### config.mk
export PLATFORM = sky130hd
export DESIGN_NAME = pgm_sdram_arb
export DESIGN_NICKNAME = d
export VERILOG_FILES = /design/src/rtl/pgm_sdram_arb.sv
export SDC_FILE = /design/constraint.sdc
export NUM_CORES = 1
export LEC_CHECK = 0
export ABC_AREA = 1
export BUFFER_PORTS_ARGS = -buffer_cell sky130_fd_sc_hd__clkbuf_2
export CAP_MARGIN = 20
export CELL_PAD_IN_SITES_DETAIL_PLACEMENT = 0
export CELL_PAD_IN_SITES_GLOBAL_PLACEMENT = 1
export CORE_ASPECT_RATIO = 0.8
export CORE_MARGIN = 1
export CORE_UTILIZATION = 35
export DETAILED_ROUTE_END_ITERATION = 12
export PLACE_DENSITY_LB_ADDON = 0.05
export SYNTH_ARGS = -nofsm -noshare
export SYNTH_HDL_FRONTEND = slang
export SYNTH_SLANG_ARGS = --single-unit
### constraint.sdc
create_clock -name clk_sys -period 1.92 [get_ports clk_sys]
set_clock_uncertainty 0.05 [all_clocks]
set_input_delay 0.096 -clock clk_sys [delete_from_list [all_inputs] [get_ports clk_sys]]
set_output_delay 0.096 -clock clk_sys [all_outputs]
set_load 0.005 [all_outputs]
### src/rtl/pgm_sdram_arb.sv
// pgm_sdram_arb: shares the single SDRAM controller request channel between
// the PGM video fetcher, the 68000 bus and the Z80 bus (clk_sys domain).
// Video has fixed priority, the two CPUs alternate round-robin, and only one
// transaction is in flight at a time.
// Optional build macro: PGM_ARB_ANTISTARVE_EN lets a waiting CPU win after
// STARVE_MAX consecutive video grants.
module pgm_sdram_arb #(
  parameter int unsigned AW         = 24,
  parameter int unsigned DW         = 16,
  parameter int unsigned STARVE_MAX = 4
) (
  input  logic              clk_sys,
  input  logic              reset_n,

  input  logic              vid_req,
  input  logic [AW-1:0]     vid_addr,
  input  logic              vid_we,
  input  logic [DW-1:0]     vid_wdata,
  input  logic [DW/8-1:0]   vid_be,
  output logic              vid_ack,
  output logic [DW-1:0]     vid_rdata,

  input  logic              m68k_req,
  input  logic [AW-1:0]     m68k_addr,
  input  logic              m68k_we,
  input  logic [DW-1:0]     m68k_wdata,
  input  logic [DW/8-1:0]   m68k_be,
  output logic              m68k_ack,
  output logic [DW-1:0]     m68k_rdata,

  input  logic              z80_req,
  input  logic [AW-1:0]     z80_addr,
  input  logic              z80_we,
  input  logic [DW-1:0]     z80_wdata,
  input  logic [DW/8-1:0]   z80_be,
  output logic              z80_ack,
  output logic [DW-1:0]     z80_rdata,

  output logic              mem_req,
  output logic [AW-1:0]     mem_addr,
  output logic              mem_we,
  output logic [DW-1:0]     mem_wdata,
  output logic [DW/8-1:0]   mem_be,
  input  logic              mem_ack,
  input  logic [DW-1:0]     mem_rdata,

  output logic [2:0]        grant
);

  localparam int unsigned BW = DW / 8;

  // One-hot grant encodings {z80, m68k, vid}
  localparam logic [2:0] G_VID  = 3'b001;
  localparam logic [2:0] G_M68K = 3'b010;
  localparam logic [2:0] G_Z80  = 3'b100;

  // last_cpu encoding
  localparam logic CPU_M68K = 1'b0;
  localparam logic CPU_Z80  = 1'b1;

  // Reject out-of-range starvation limits at elaboration
  if (STARVE_MAX == 0 || STARVE_MAX > 15) begin : g_bad_starve_max
    $error("pgm_sdram_arb: STARVE_MAX must be in 1..15");
  end

  typedef enum logic [1:0] {
    S_IDLE = 2'd0,
    S_BUSY = 2'd1,
    S_DONE = 2'd2
  } state_t;

  state_t          state;
  state_t          state_nxt;
  logic            last_cpu;
  logic            cpu_pend_c;
  logic            starve_hit_c;
  logic [2:0]      win_c;
  logic            grant_ld_c;
  logic            done_c;
  logic [AW-1:0]   sel_addr_c;
  logic            sel_we_c;
  logic [DW-1:0]   sel_wdata_c;
  logic [BW-1:0]   sel_be_c;

  assign cpu_pend_c = m68k_req | z80_req;

`ifdef PGM_ARB_ANTISTARVE_EN
  logic [3:0] starve_cnt;

  // A pending CPU overrides video once the video streak reaches the limit
  assign starve_hit_c = cpu_pend_c && (starve_cnt == 4'(STARVE_MAX));

  // Count video grants made while a CPU is kept waiting
  always_ff @(posedge clk_sys or negedge reset_n) begin
    if (!reset_n) begin
      starve_cnt <= 4'd0;
    end else if (grant_ld_c) begin
      if (win_c == G_VID && cpu_pend_c) begin
        starve_cnt <= 4'(starve_cnt + 4'd1);
      end else begin
        starve_cnt <= 4'd0;
      end
    end
  end
`else
  assign starve_hit_c = 1'b0;
`endif

  // Winner selection: video first, then round-robin between the CPUs
  always_comb begin
    win_c = 3'b000;
    if (vid_req && !starve_hit_c) begin
      win_c = G_VID;
    end else if (m68k_req && z80_req) begin
      win_c = (last_cpu == CPU_Z80) ? G_M68K : G_Z80;
    end else if (m68k_req) begin
      win_c = G_M68K;
    end else if (z80_req) begin
      win_c = G_Z80;
    end
  end

  // State register
  always_ff @(posedge clk_sys or negedge reset_n) begin
    if (!reset_n) begin
      state <= S_IDLE;
    end else begin
      state <= state_nxt;
    end
  end

  // Next-state logic
  always_comb begin
    state_nxt = state;
    case (state)
      S_IDLE:  if (|win_c)  state_nxt = S_BUSY;
      S_BUSY:  if (mem_ack) state_nxt = S_DONE;
      S_DONE:  state_nxt = S_IDLE;
      default: state_nxt = S_IDLE;
    endcase
  end

  // Output decode: grant load, completion strobe and winner field mux
  always_comb begin
    grant_ld_c  = (state == S_IDLE) && (|win_c);
    done_c      = (state == S_BUSY) && mem_ack;
    sel_addr_c  = vid_addr;
    sel_we_c    = vid_we;
    sel_wdata_c = vid_wdata;
    sel_be_c    = vid_be;
    if (win_c == G_M68K) begin
      sel_addr_c  = m68k_addr;
      sel_we_c    = m68k_we;
      sel_wdata_c = m68k_wdata;
      sel_be_c    = m68k_be;
    end else if (win_c == G_Z80) begin
      sel_addr_c  = z80_addr;
      sel_we_c    = z80_we;
      sel_wdata_c = z80_wdata;
      sel_be_c    = z80_be;
    end
  end

  // Registered downstream request, grant, round-robin pointer and responses
  always_ff @(posedge clk_sys or negedge reset_n) begin
    if (!reset_n) begin
      mem_req    <= 1'b0;
      mem_addr   <= '0;
      mem_we     <= 1'b0;
      mem_wdata  <= '0;
      mem_be     <= '0;
      grant      <= 3'b000;
      last_cpu   <= CPU_Z80;
      vid_ack    <= 1'b0;
      m68k_ack   <= 1'b0;
      z80_ack    <= 1'b0;
      vid_rdata  <= '0;
      m68k_rdata <= '0;
      z80_rdata  <= '0;
    end else begin
      vid_ack  <= 1'b0;
      m68k_ack <= 1'b0;
      z80_ack  <= 1'b0;
      if (grant_ld_c) begin
        mem_req   <= 1'b1;
        grant     <= win_c;
        mem_addr  <= sel_addr_c;
        mem_we    <= sel_we_c;
        mem_wdata <= sel_wdata_c;
        mem_be    <= sel_be_c;
        if (win_c == G_M68K) begin
          last_cpu <= CPU_M68K;
        end else if (win_c == G_Z80) begin
          last_cpu <= CPU_Z80;
        end
      end
      if (done_c) begin
        mem_req  <= 1'b0;
        vid_ack  <= grant[0];
        m68k_ack <= grant[1];
        z80_ack  <= grant[2];
        if (grant[0]) vid_rdata  <= mem_rdata;
        if (grant[1]) m68k_rdata <= mem_rdata;
        if (grant[2]) z80_rdata  <= mem_rdata;
      end
      if (state == S_DONE) begin
        grant <= 3'b000;
      end
    end
  end

endmodule

==> summary.txt, run 1 <==
Outcome
  – Status: completed

Clocking
  – Total CTS buffers: 9
  – H-tree Lvls: 3
  – Longest Clk Path Bufs: 2
  – Skew-Pair Late Insertion Delay: 0.35 ns
  – CTS Sinks: 101
  – CTS tree: built
  – CTS clk-pin slew, worst paths: 0.07 ns
  – Root buf cell: clkbuf_16

Timing
  – Setup TNS Final: 0 ns
  – Final Critical Period: 1.59 ns
  – Slew Viols, Final: 0
  – Endpoints failing setup: 0
  – FMAX: 627 MHz
  – RSZ-0062 raised after global routing: no
  – Worst-Margin Slew: 0.557 ns
  – Slew margin rel.: 62.9%
  – Final hold vios: 0
  – Worst hold slack: 0.00915 ns
  – Final Cycle Share: 83.1%

Die
  – Die X: 143 um
  – Starting Density: 36.5%
  – Die height: 115 um
  – Die Area: 16400 um2
  – Core area: 15300 um2
  – Row count: 40
  – Top Ports: 249

Critical path
  – Reg2reg start: state[1]$_DFFE_PN0P_
  – Crit path max fanout: 35
  – Reg2reg path depth: 5
  – Worst path depth: 5
  – R2R setup slack: 0.33 ns
  – Top Family by Delay on Critical Path: simple AND/OR/NAND/NOR gates
  – Max incr delay on CP: 0.42 ns
  – Slowest CP cell: dfrtp_1
  – Kind of critical path: flip-flop to flip-flop
  – Worst r2r dst: m68k_rdata[0]$_DFFE_PN0P_
  – Crit. End Element: flip-flop
  – CP Data Arrival Time: 1.78 ns
  – Critical path required time: 2.11 ns
  – Critical path cell sequence: nor2_2, nand2_4, buf_4, o21ai_1, nand2_1
  – Worst path bufs/invs: 1
  – CP Launch Type: flip-flop

Job
  – Max Cap Viol: 0

Final layout
  – FF/Latch Area: 2530 um2
  – Commonest non-fill, non-tap cell in the layout: nand2_1
  – # fillers: 1566
  – Layout cells sized above 1: 29.0%
  – Final nets: 1168
  – N_diodes: 0
  – Area of the multi-input gates: 2360 um2
  – Most frequent cells in the layout: 316 x nand2_1, 247 x clkbuf_2, 100 x dfrtp_1
  – Syn-to-layout area delta: 35.8%

Route
  – Initial drt markers: 315
  – Antenna viol nets, final: 0
  – DRC viols: 0
  – Routed len/inst: 14.9 um
  – Post-Route WL: 18400 um
  – Via density: 4.83
  – Drt pass-1 iters: 4
  – Detailed-route via count: 5951

Power and ir drop
  – Peak supply drop: 675 uV
  – Pleak: 4.56 nW
  – Pwr dens: 1330 nW/um2

GRT
  – First-pass GRT wire length: 29300 um
  – Initial antenna violation count: 0
  – Gr usage total: 23.1%
  – Vias in the first global route: 5708
  – Largest net degree at the start of global routing: 44
  – Total global routing overflow: 0

Logic synthesis
  – Top cell type's share of synthesized area: 44.9%
  – Synthesized cell area: 5580 um2
  – Count of cell types in the netlist: 22
  – XOR/XNOR Fraction of Synth Area: 0%
  – Cells after Synth: 764
  – Synth async-reset ratio: 100%
  – Synthesized area per cell: 7.30 um2
  – Number of flops mapped to enable cells by yosys: 0
  – Yosys warnings: 0
  – Synth Area in Adders: 0%
  – Synth Area in Simple Gates: 37.4%
  – Register bit total from synthesis: 101
  – Mux cell area share after synthesis: 0%
  – Syn_nets: 915
  – Top cells by area, synth: dfrtp_1 45%, nand2_1 21%, nand4_1 9.8%, inv_1 6.2%, o21ai_1 4.5%
  – Compound-Gate Fraction of Synth Area: 4.85%
  – Largest family of logic cells by synthesized area: simple AND/OR/NAND/NOR gates
  – Cell taking the most area after synthesis: dfrtp_1
  – Most used DFF post-synth: dfrtp_1
  – Post-synthesis sequential area ratio: 45.4%

Min path
  – Hold WC Path Type: input pin to flip-flop
  – Hold Path End: mem_wdata[11]$_DFFE_PN0P_
  – Worst hold stages: 5
  – Hold Startpoint: vid_wdata[11]

Placement
  – Dpl hpwl: 12900 um
  – Port bufs: 248
  – Gpl congestion: 0.801
cells in the mapped netlist, types with 2 or more instances:
| library cell | number |
|---|---|
| nand2_4 | 3 |
| clkbuf_1 | 9 |
| buf_6 | 9 |
| inv_2 | 5 |
| dfrtp_1 | 100 |
| o21ai_1 | 50 |
| nor2_8 | 3 |
| buf_4 | 3 |
| nand4_1 | 87 |
| inv_1 | 92 |
| nand3_1 | 44 |
| clkbuf_2 | 4 |
| o22ai_1 | 2 |
| nand2_1 | 317 |
| buf_2 | 29 |
registers in the layout (all words and copies together) (netlist names), 2 cells and up:
signal      cells
mem_addr       24
m68k_rdata     16
mem_wdata      16
vid_rdata      16
z80_rdata      16
grant           3
mem_be          2
state           2
per-layer routing:
layer / part of all wire [%] / track usage, % / vias to the layer above
met5: 0 / 0 / -
met4: 1.3 / 5.73 / 0
met3: 7.1 / 4.83 / 13
met2: 44 / 37.0 / 219
met1: 47 / 31.8 / 2767
li1: - / - / 2952
repair_timing:
action / CTS / global route
resized for setup: 0 / 0
setup endpoints to repair: 0 / 0
buffers inserted: 0 / 0
hold buffers: 32 / 0
hold endpoints to repair: 99 / 0
tightest hold or removal path, cell delays in order:
cell and delay (ns):
clkbuf_2 0.08, nand2_1 0.05, nand3_1 0.06, nand2_1 0.05
nand2_1 0.05
report_power, final:
part / switching, mW / internal (mW) / leakage, nW
combinational: 2.69 / 1.73 / 3.15
sequential: 0.601 / 3.16 / 1.26
clock: 0.863 / 1.04 / 0.150
total: 4.16 / 5.94 / 4.56
worst max-delay path by stage:
stage,endpoint,slack (ns),start
final,m68k_rdata[0]$_DFFE_PN0P_,0.33,state[1]$_DFFE_PN0P_
after global routing,vid_rdata[0]$_DFFE_PN0P_,0.21,state[1]$_DFFE_PN0P_
after CTS,m68k_rdata[0]$_DFFE_PN0P_,0.32,state[1]$_DFFE_PN0P_
after detailed placement,m68k_rdata[0]$_DFFE_PN0P_,0.34,state[1]$_DFFE_PN0P_
after global placement,vid_rdata[6]$_DFFE_PN0P_,0.39,state[1]$_DFFE_PN0P_
after floorplan,mem_addr[0]$_DFFE_PN0P_,0.63,last_cpu$_DFFE_PN1P_
area by class of cell:
type | count | area share [%]
well taps | 210 | 3.47
repair buffers | 297 | 23.2
clock buffers | 10 | 3.02
flip-flops and latches | 101 | 33.4
clock inverters | 6 | 1.01
multi-input cells | 511 | 31.1
inverters | 97 | 4.81
through the flow:
| step | setup WS, ns | power (mW) | instance area (um2) | utilization (%) | instances |
|---|---|---|---|---|---|
| 2_1_floorplan | 0.630 | 6.25 | 5580 | - | 764 |
| 4_1_cts | 0.325 | 10.2 | 7570 | 49.6 | 1232 |
| 6_report | 0.325 | 10.1 | 7570 | 49.6 | 1232 |
| 5_1_grt | 0.214 | 11.0 | 7570 | 49.6 | 1232 |
| 3_5_place_dp | 0.338 | 8.23 | 6950 | 45.5 | 1184 |
| 3_3_place_gp | 0.387 | 8.12 | 6950 | 45.5 | 1184 |
cells by family (layout without fill, tap and decap cells):
logic type             Yosys count  count (layout)
AOI/OAI and AO/OA               53              53
and+or+nand+nor                458             458
DFF                            101             101
buffers and inverters          152             410
Note: power is estimated with default switching activity, not from simulation.
==> run 2, diff against run 1 <==
ABC_AREA = 0   (was 1)
clock period = 1.5 ns   (was 1.92 ns; I/O delays follow)
==> summary.txt, run 2 <==
Outcome
  – Status: complete, but fails checks
  – Violated checks: negative hold slack, negative setup slack

Timing
  – RSZ-0062 raised after global routing: yes
  – Final Critical Period: 1.58 ns (-0.0146 ns)
  – Slew margin rel.: 72.5% (+9.7 points)
  – Worst-Margin Slew: 0.411 ns (-0.146 ns)
  – Final Cycle Share: 105% (+22 points)
  – Slew Viols, Final: 0 (unchanged)
  – FMAX: 633 MHz (+0.92%)
  – Endpoints failing setup: 92 (+92)
  – Setup TNS Final: -3.66 ns (-3.66 ns)
  – Final setup margin: -0.0802 ns (-0.405 ns)
  – Final hold vios: 4 (+4)
  – Worst hold slack: -0.00947 ns (-0.0186 ns)

Job
  – Max Cap Viol: 0 (unchanged)

Route
  – Via density: 5.03 (+4.0%)
  – Antenna viol nets, final: 0 (unchanged)
  – DRC viols: 0 (unchanged)
  – Routed len/inst: 18.7 um (+26%)
  – Post-Route WL: 16300 um (-12%)
  – Met2 WL: 7740 um (-4.7%)
  – WL met1: 7310 um (-16%)
  – Detailed-route via count: 4362 (-27%)
  – Uppermost routed layer: met4
  – Initial drt markers: 112 (-64%)
  – WL met3: 1040 um (-21%)
  – Drt pass-1 iters: 4 (unchanged)

Clocking
  – Longest Clk Path Bufs: 2 (unchanged)
  – CTS tree: built
  – CTS Sinks: 101 (unchanged)
  – Total CTS buffers: 9 (unchanged)
  – Skew-Pair Late Insertion Delay: 0.34 ns (about the same)
  – H-tree Lvls: 3 (unchanged)
  – CTS clk-pin slew, worst paths: 0.07 ns (about the same)
  – Root buf cell: clkbuf_16

Critical path
  – Max incr delay on CP: 0.38 ns (-0.04 ns)
  – Kind of critical path: flip-flop to flip-flop
  – Crit path max fanout: 8 (-77%)
  – CP Data Arrival Time: 1.75 ns (-0.03 ns)
  – R2R setup slack: -0.08 ns (-0.41 ns)
  – CP Launch Type: flip-flop
  – Critical path required time: 1.67 ns (-0.44 ns)
  – Crit. End Element: flip-flop
  – Slowest CP cell: dfrtp_1
  – Critical path cell sequence: buf_4, and3b_2, nand2_4, clkbuf_16, mux2_2

Placement
  – Dpl hpwl: 10300 um (-20%)
  – Gpl congestion: 0.777 (-2.9%)
  – Placement Setup Slack: -0.164 ns (-0.502 ns)
  – Port bufs: 248 (unchanged)
  – Number of cells after detailed placement: 811 (-32%)
  – Placed inst area: 6610 um2 (-4.8%)

Min path
  – Hold WC Path Type: input pin to flip-flop

Logic synthesis
  – Cells after Synth: 393 (-49%)
  – Syn_nets: 544 (-41%)
  – Cell taking the most area after synthesis: dfrtp_1
  – Post-synthesis sequential area ratio: 50.9% (+5.5 points)
  – Number of flops mapped to enable cells by yosys: 0 (unchanged)
  – Most used DFF post-synth: dfrtp_1
  – Synthesized area per cell: 12.7 um2 (+73%)
  – Synth async-reset ratio: 100% (unchanged)
  – Yosys warnings: 0 (unchanged)
  – Count of cell types in the netlist: 33 (+50%)
  – Top cell type's share of synthesized area: 50.3% (+5.4 points)
  – Synthesized cell area: 4970 um2 (-11%)
  – Top cells by area, synth: dfrtp_1 50%, a221oi_2 11%, mux2_2 11%, o32ai_1 7.4%, nor3b_1 6.3%
  – Post-synth top cells: 100 x dfrtp_1, 48 x mux2_2, 47 x inv_1
  – Register bit total from synthesis: 101 (unchanged)
  – Most frequent cell after synthesis: dfrtp_1

Final layout
  – # fillers: 1210 (-23%)
  – Reg with most FFs: mem_addr
  – Commonest non-fill, non-tap cell in the layout: clkbuf_2
  – Final nets: 834 (-29%)
  – Max reg flops: 24 (unchanged)
  – Most frequent cells in the layout: 247 x clkbuf_2, 100 x dfrtp_1, 47 x inv_1
  – N_diodes: 0 (unchanged)
  – Post-route cell area: 7850 um2 (+3.7%)
  – Syn-to-layout area delta: 57.9%
  – Non-Filler Instances: 868 (-30%)
  – Layout cells sized above 1: 62.6% (+34 points)

Die
  – Die Area: 14700 um2 (-11%)
  – Top Ports: 249 (unchanged)
  – Die X: 135 um (-5.5%)
  – Starting Density: 36.3% (-0.21 points)
  – Row count: 38 (-5.0%)
  – Die height: 109 um (-5.5%)
  – Core area: 13700 um2 (-10%)

Power and ir drop
  – Peak supply drop: 905 uV (+34%)
  – Total design power: 14.2 mW (+40%)
  – Pwr dens: 1800 nW/um2 (+35%)
  – Pleak: 3.89 nW (-15%)

GRT
  – First-pass GRT wire length: 23500 um (-20%)
  – Gr usage total: 21.1% (-2.0 points)
  – Vias in the first global route: 4279 (-25%)
  – Initial antenna violation count: 0 (unchanged)
  – Largest net degree at the start of global routing: 51 (+16%)
  – Total global routing overflow: 0 (unchanged)
## run 2: cells by family after synthesis
logic type             Yosys count  synth area share [%]
AOI/OAI and AO/OA               99                  21.4
DFF                            101                  50.9
muxes                           48                  10.9
and+or+nand+nor                 60                  8.81
buffers and inverters           85                  8.03
## run 2: worst max-delay path: cells and delay by family (launching register included)
family	cells	cell delay [ns]
buf+inv	2	0.33
simple gates	2	0.37
flops	1	0.38
mux	1	0.34
## run 2: where the power goes
part / internal, mW / leakage [nW] / switching, mW
logic: 3.90 / 2.58 / 3.15
clock network: 1.31 / 0.141 / 1.06
registers: 4.04 / 1.17 / 0.713
total: 9.24 / 3.89 / 4.92
## run 2: layer usage
metal / track usage [%] / up-vias
met1: 27.7 / 2118
met4: 4.98 / 0
met2: 34.9 / 158
met3: 5.11 / 13
li1: - / 2073
met5: 0 / -
## run 2: repair_timing
action,4_1_cts,5_1_grt
pin swaps,20,14
setup endpoints to repair,90,92
hold buffers,23,0
endpoints found under the hold margin,153,0
cloned,5,6
gates resized for setup,26,42
buffers inserted,7,0
## run 2: final timing paths
path / from / endpoint / cells after the start
worst max-delay path: state[0]$_DFFE_PN0P_ / vid_rdata[10]$_DFFE_PN0P_ / 5
worst min register to register: vid_rdata[13]$_DFFE_PN0P_ / vid_rdata[13]$_DFFE_PN0P_ / 1
worst min-delay path: z80_addr[1] / mem_addr[1]$_DFFE_PN0P_ / 3
max in group asynchronous: reset_n / m68k_rdata[8]$_DFFE_PN0P_ / 3
worst max register to register: state[0]$_DFFE_PN0P_ / vid_rdata[10]$_DFFE_PN0P_ / 5
min in group asynchronous: reset_n / mem_addr[8]$_DFFE_PN0P_ / 2
## run 2: layout make-up
class | count | area [um2] | share of cell area [%]
clock buffers | 10 | 229 | 2.92
clock inverters | 6 | 70.1 | 0.892
repair buffers | 316 | 2250 | 28.7
multi-input cells | 207 | 2360 | 30.1
well taps | 180 | 225 | 2.87
inverters | 48 | 180 | 2.29
flip-flops and latches | 101 | 2530 | 32.2
## run 2: metrics by stage
stage	hold WS, ns	util [%]
after floorplan	-0.271	-
after global placement	-0.0173	48.3
after detailed placement	-0.0173	48.3
after CTS	0.0000119	54.6
after global routing	-0.000529	57.3
final	-0.00947	57.3
==> run 3, diff against run 2 <==
BUFFER_PORTS_ARGS = -buffer_cell sky130_fd_sc_hd__buf_2   (was -buffer_cell sky130_fd_sc_hd__clkbuf_2)
==> summary.txt, run 3 (synthesis gave the netlist of run 2 again) <==
Outcome
  – Status: complete, but fails checks
  – Violated checks: negative setup slack

Final layout
  – N_diodes: 0 (unchanged)
  – Layout cells sized above 1: 62.3% (-0.38 points)
  – Post-route core utilization: 57.3% (unchanged)
  – Area of the multi-input gates: 2310 um2 (-2.1%)
  – Commonest non-fill, non-tap cell in the layout: buf_2
  – Final nets: 835 (+0.12%)
  – Post-route cell area: 7850 um2 (unchanged)
  – Reg with most FFs: mem_addr
  – Max reg flops: 24 (unchanged)
  – # fillers: 1207 (-0.25%)
  – Syn-to-layout area delta: 57.9% (unchanged)
  – FF/Latch Area: 2530 um2 (unchanged)
  – Most frequent cells in the layout: 247 x buf_2, 100 x dfrtp_1, 47 x inv_1

Critical path
  – Reg2reg path depth: 5 (unchanged)
  – Crit path max fanout: 8 (unchanged)
  – Reg2reg start: state[1]$_DFFE_PN0P_
  – Kind of critical path: flip-flop to flip-flop
  – Slowest CP cell: dfrtp_1
  – R2R setup slack: -0.11 ns (-0.03 ns)
  – Top Family by Delay on Critical Path: simple AND/OR/NAND/NOR gates
  – CP Launch Type: flip-flop
  – Worst r2r dst: m68k_rdata[3]$_DFFE_PN0P_
  – Crit path capture: m68k_rdata[3]$_DFFE_PN0P_
  – Max incr delay on CP: 0.39 ns (about the same)
  – Crit. End Element: flip-flop
  – Critical path cell sequence: buf_6, and3b_2, nand2_4, clkbuf_16, mux2_4
  – Critical path required time: 1.68 ns (about the same)
  – Launch point of the worst path: state[1]$_DFFE_PN0P_
  – Worst path depth: 5 (unchanged)
  – Worst path bufs/invs: 2 (unchanged)
  – CP Data Arrival Time: 1.79 ns (+0.04 ns)

Clocking
  – Skew-Pair Late Insertion Delay: 0.34 ns (about the same)
  – Longest Clk Path Bufs: 2 (unchanged)
  – CTS clk-pin slew, worst paths: 0.07 ns (about the same)
  – H-tree Lvls: 3 (unchanged)
  – Root buf cell: clkbuf_16
  – Total CTS buffers: 9 (unchanged)
  – CTS tree: built
  – CTS Sinks: 101 (unchanged)

GRT
  – Total global routing overflow: 0 (unchanged)
  – First-pass GRT wire length: 23600 um (+0.79%)
  – Vias in the first global route: 4426 (+3.4%)
  – Initial antenna violation count: 0 (unchanged)
  – Gr usage total: 20.9% (-0.20 points)
  – Largest net degree at the start of global routing: 69 (+35%)

Timing
  – Slew Viols, Final: 0 (unchanged)
  – Final Cycle Share: 107% (+2.1 points)
  – Final Critical Period: 1.61 ns (+0.0309 ns)
  – Final setup margin: -0.111 ns (-0.0309 ns)
  – FMAX: 621 MHz (-1.9%)
  – Final hold vios: 0 (-4)
  – Worst hold slack: 0.00997 ns (+0.0194 ns)
  – Slew margin rel.: 71.1% (-1.4 points)
  – Setup TNS Final: -5.45 ns (-1.80 ns)
  – RSZ-0062 raised after global routing: yes
  – Endpoints failing setup: 91 (-1.1%)
  – Worst-Margin Slew: 0.432 ns (+0.0212 ns)

Route
  – Via density: 5.12 (+1.8%)
  – Detailed-route via count: 4447 (+1.9%)
  – Post-Route WL: 16600 um (+1.9%)
  – Drt pass-1 iters: 4 (unchanged)
  – Initial drt markers: 185 (+65%)
  – Routed len/inst: 19.1 um (+1.8%)
  – Antenna viol nets, final: 0 (unchanged)
  – DRC viols: 0 (unchanged)

Power and ir drop
  – Peak supply drop: 732 uV (-19%)
  – Logic pwr share: 50.1% (+0.4 points)
  – Reg power frac: 33.3% (-0.2 points)
  – Pleak: 3.87 nW (-0.62%)
  – Sw Share: 34.5% (-0.24 points)
  – P_int: 9.31 mW (+0.73%)
  – Clk pwr share: 16.7% (about the same)
  – Total design power: 14.2 mW (+0.36%)
  – Pwr dens: 1810 nW/um2 (+0.36%)
  – Net switching power: 4.90 mW (-0.33%)

Min path
  – Hold Startpoint: vid_addr[17]
  – Hold WC Path Type: input pin to flip-flop

Job
  – Max Cap Viol: 0 (unchanged)

Die
  – Core area: 13700 um2 (unchanged)
  – Die X: 135 um (unchanged)
  – Starting Density: 36.3% (unchanged)
  – Die height: 109 um (unchanged)
  – Die Area: 14700 um2 (unchanged)
  – Top Ports: 249 (unchanged)
  – Row count: 38 (unchanged)

Placement
  – Dpl hpwl: 10300 um (about the same)
  – Port bufs: 248 (unchanged)
  – Gpl congestion: 0.781 (+0.48%)
  – Placed inst area: 6600 um2 (-0.19%)
==> run 3: cell types whose count changed in the layout (fill, tap and decap cells not counted), moves of 3 or more <==
cell / delta
buf_2: +247
o32ai_2: -8
mux2_4: -3
mux2_2: +3
dlygate4sd3_1: -3
clkbuf_2: -247
o32ai_1: +9
clkbuf_16: +5
==> run 3: worst min-delay path by stage <==
stage	endpoint	cells after the start
6_report	mem_addr[17]$_DFFE_PN0P_	3
5_1_grt	last_cpu$_DFFE_PN1P_	3
4_1_cts	mem_addr[9]$_DFFE_PN0P_	3
3_5_place_dp	mem_addr[9]$_DFFE_PN0P_	1
3_3_place_gp	mem_addr[9]$_DFFE_PN0P_	1
2_1_floorplan	grant[0]$_DFFE_PN0P_	0
==> run 3: stage by stage <==
step,instances,worst slack [ns]
after floorplan,393,-0.0159
after detailed placement,811,-0.118
after global placement,811,-0.0788
final,869,-0.111
after CTS,854,-0.0631
after global routing,869,-0.146
==> run 3: cell type report <==
| type | instances | share of cell area [%] |
|---|---|---|
| flip-flops and latches | 101 | 32.2 |
| multi-input cells | 207 | 29.5 |
| repair buffers | 317 | 29.3 |
| clock buffers | 10 | 2.92 |
| well taps | 180 | 2.87 |
| inverters | 48 | 2.29 |
| clock inverters | 6 | 0.892 |
==> run 3: worst reg2reg max path: stages (launching register included) <==
cell and delay (ns):
dfrtp_1 0.39, buf_6 0.12, and3b_2 0.32, nand2_4 0.12, clkbuf_16 0.20, mux2_4 0.30
==> run 3: repair_timing <==
action                                 4_1_cts  5_1_grt
pin swaps                                   13       10
cloned                                       4       11
endpoints found under the hold margin      152        0
hold buffers                                20        0
buffers inserted                             3        4
resized for setup                           50       14
setup endpoints to repair                   91       94
==> run 3: metal layers <==
layer	vias up	track usage (%)	part of all wire, %
li1	2082	-	-
met1	2185	27.9	45
met2	166	34.5	47
met3	14	5.06	6.9
met4	0	4.01	0.92
met5	-	0	0
==> run 3: power by group through the flow <==
stage               Combinational, mW  Sequential [mW]  Clock (mW)
floorplan                        3.24             4.83           0
global placement                 5.78             4.65           0
detailed placement               5.83             4.72           0
CTS                              6.59             4.70        2.44
global route                     7.68             4.89        2.52
finish                           7.12             4.73        2.37
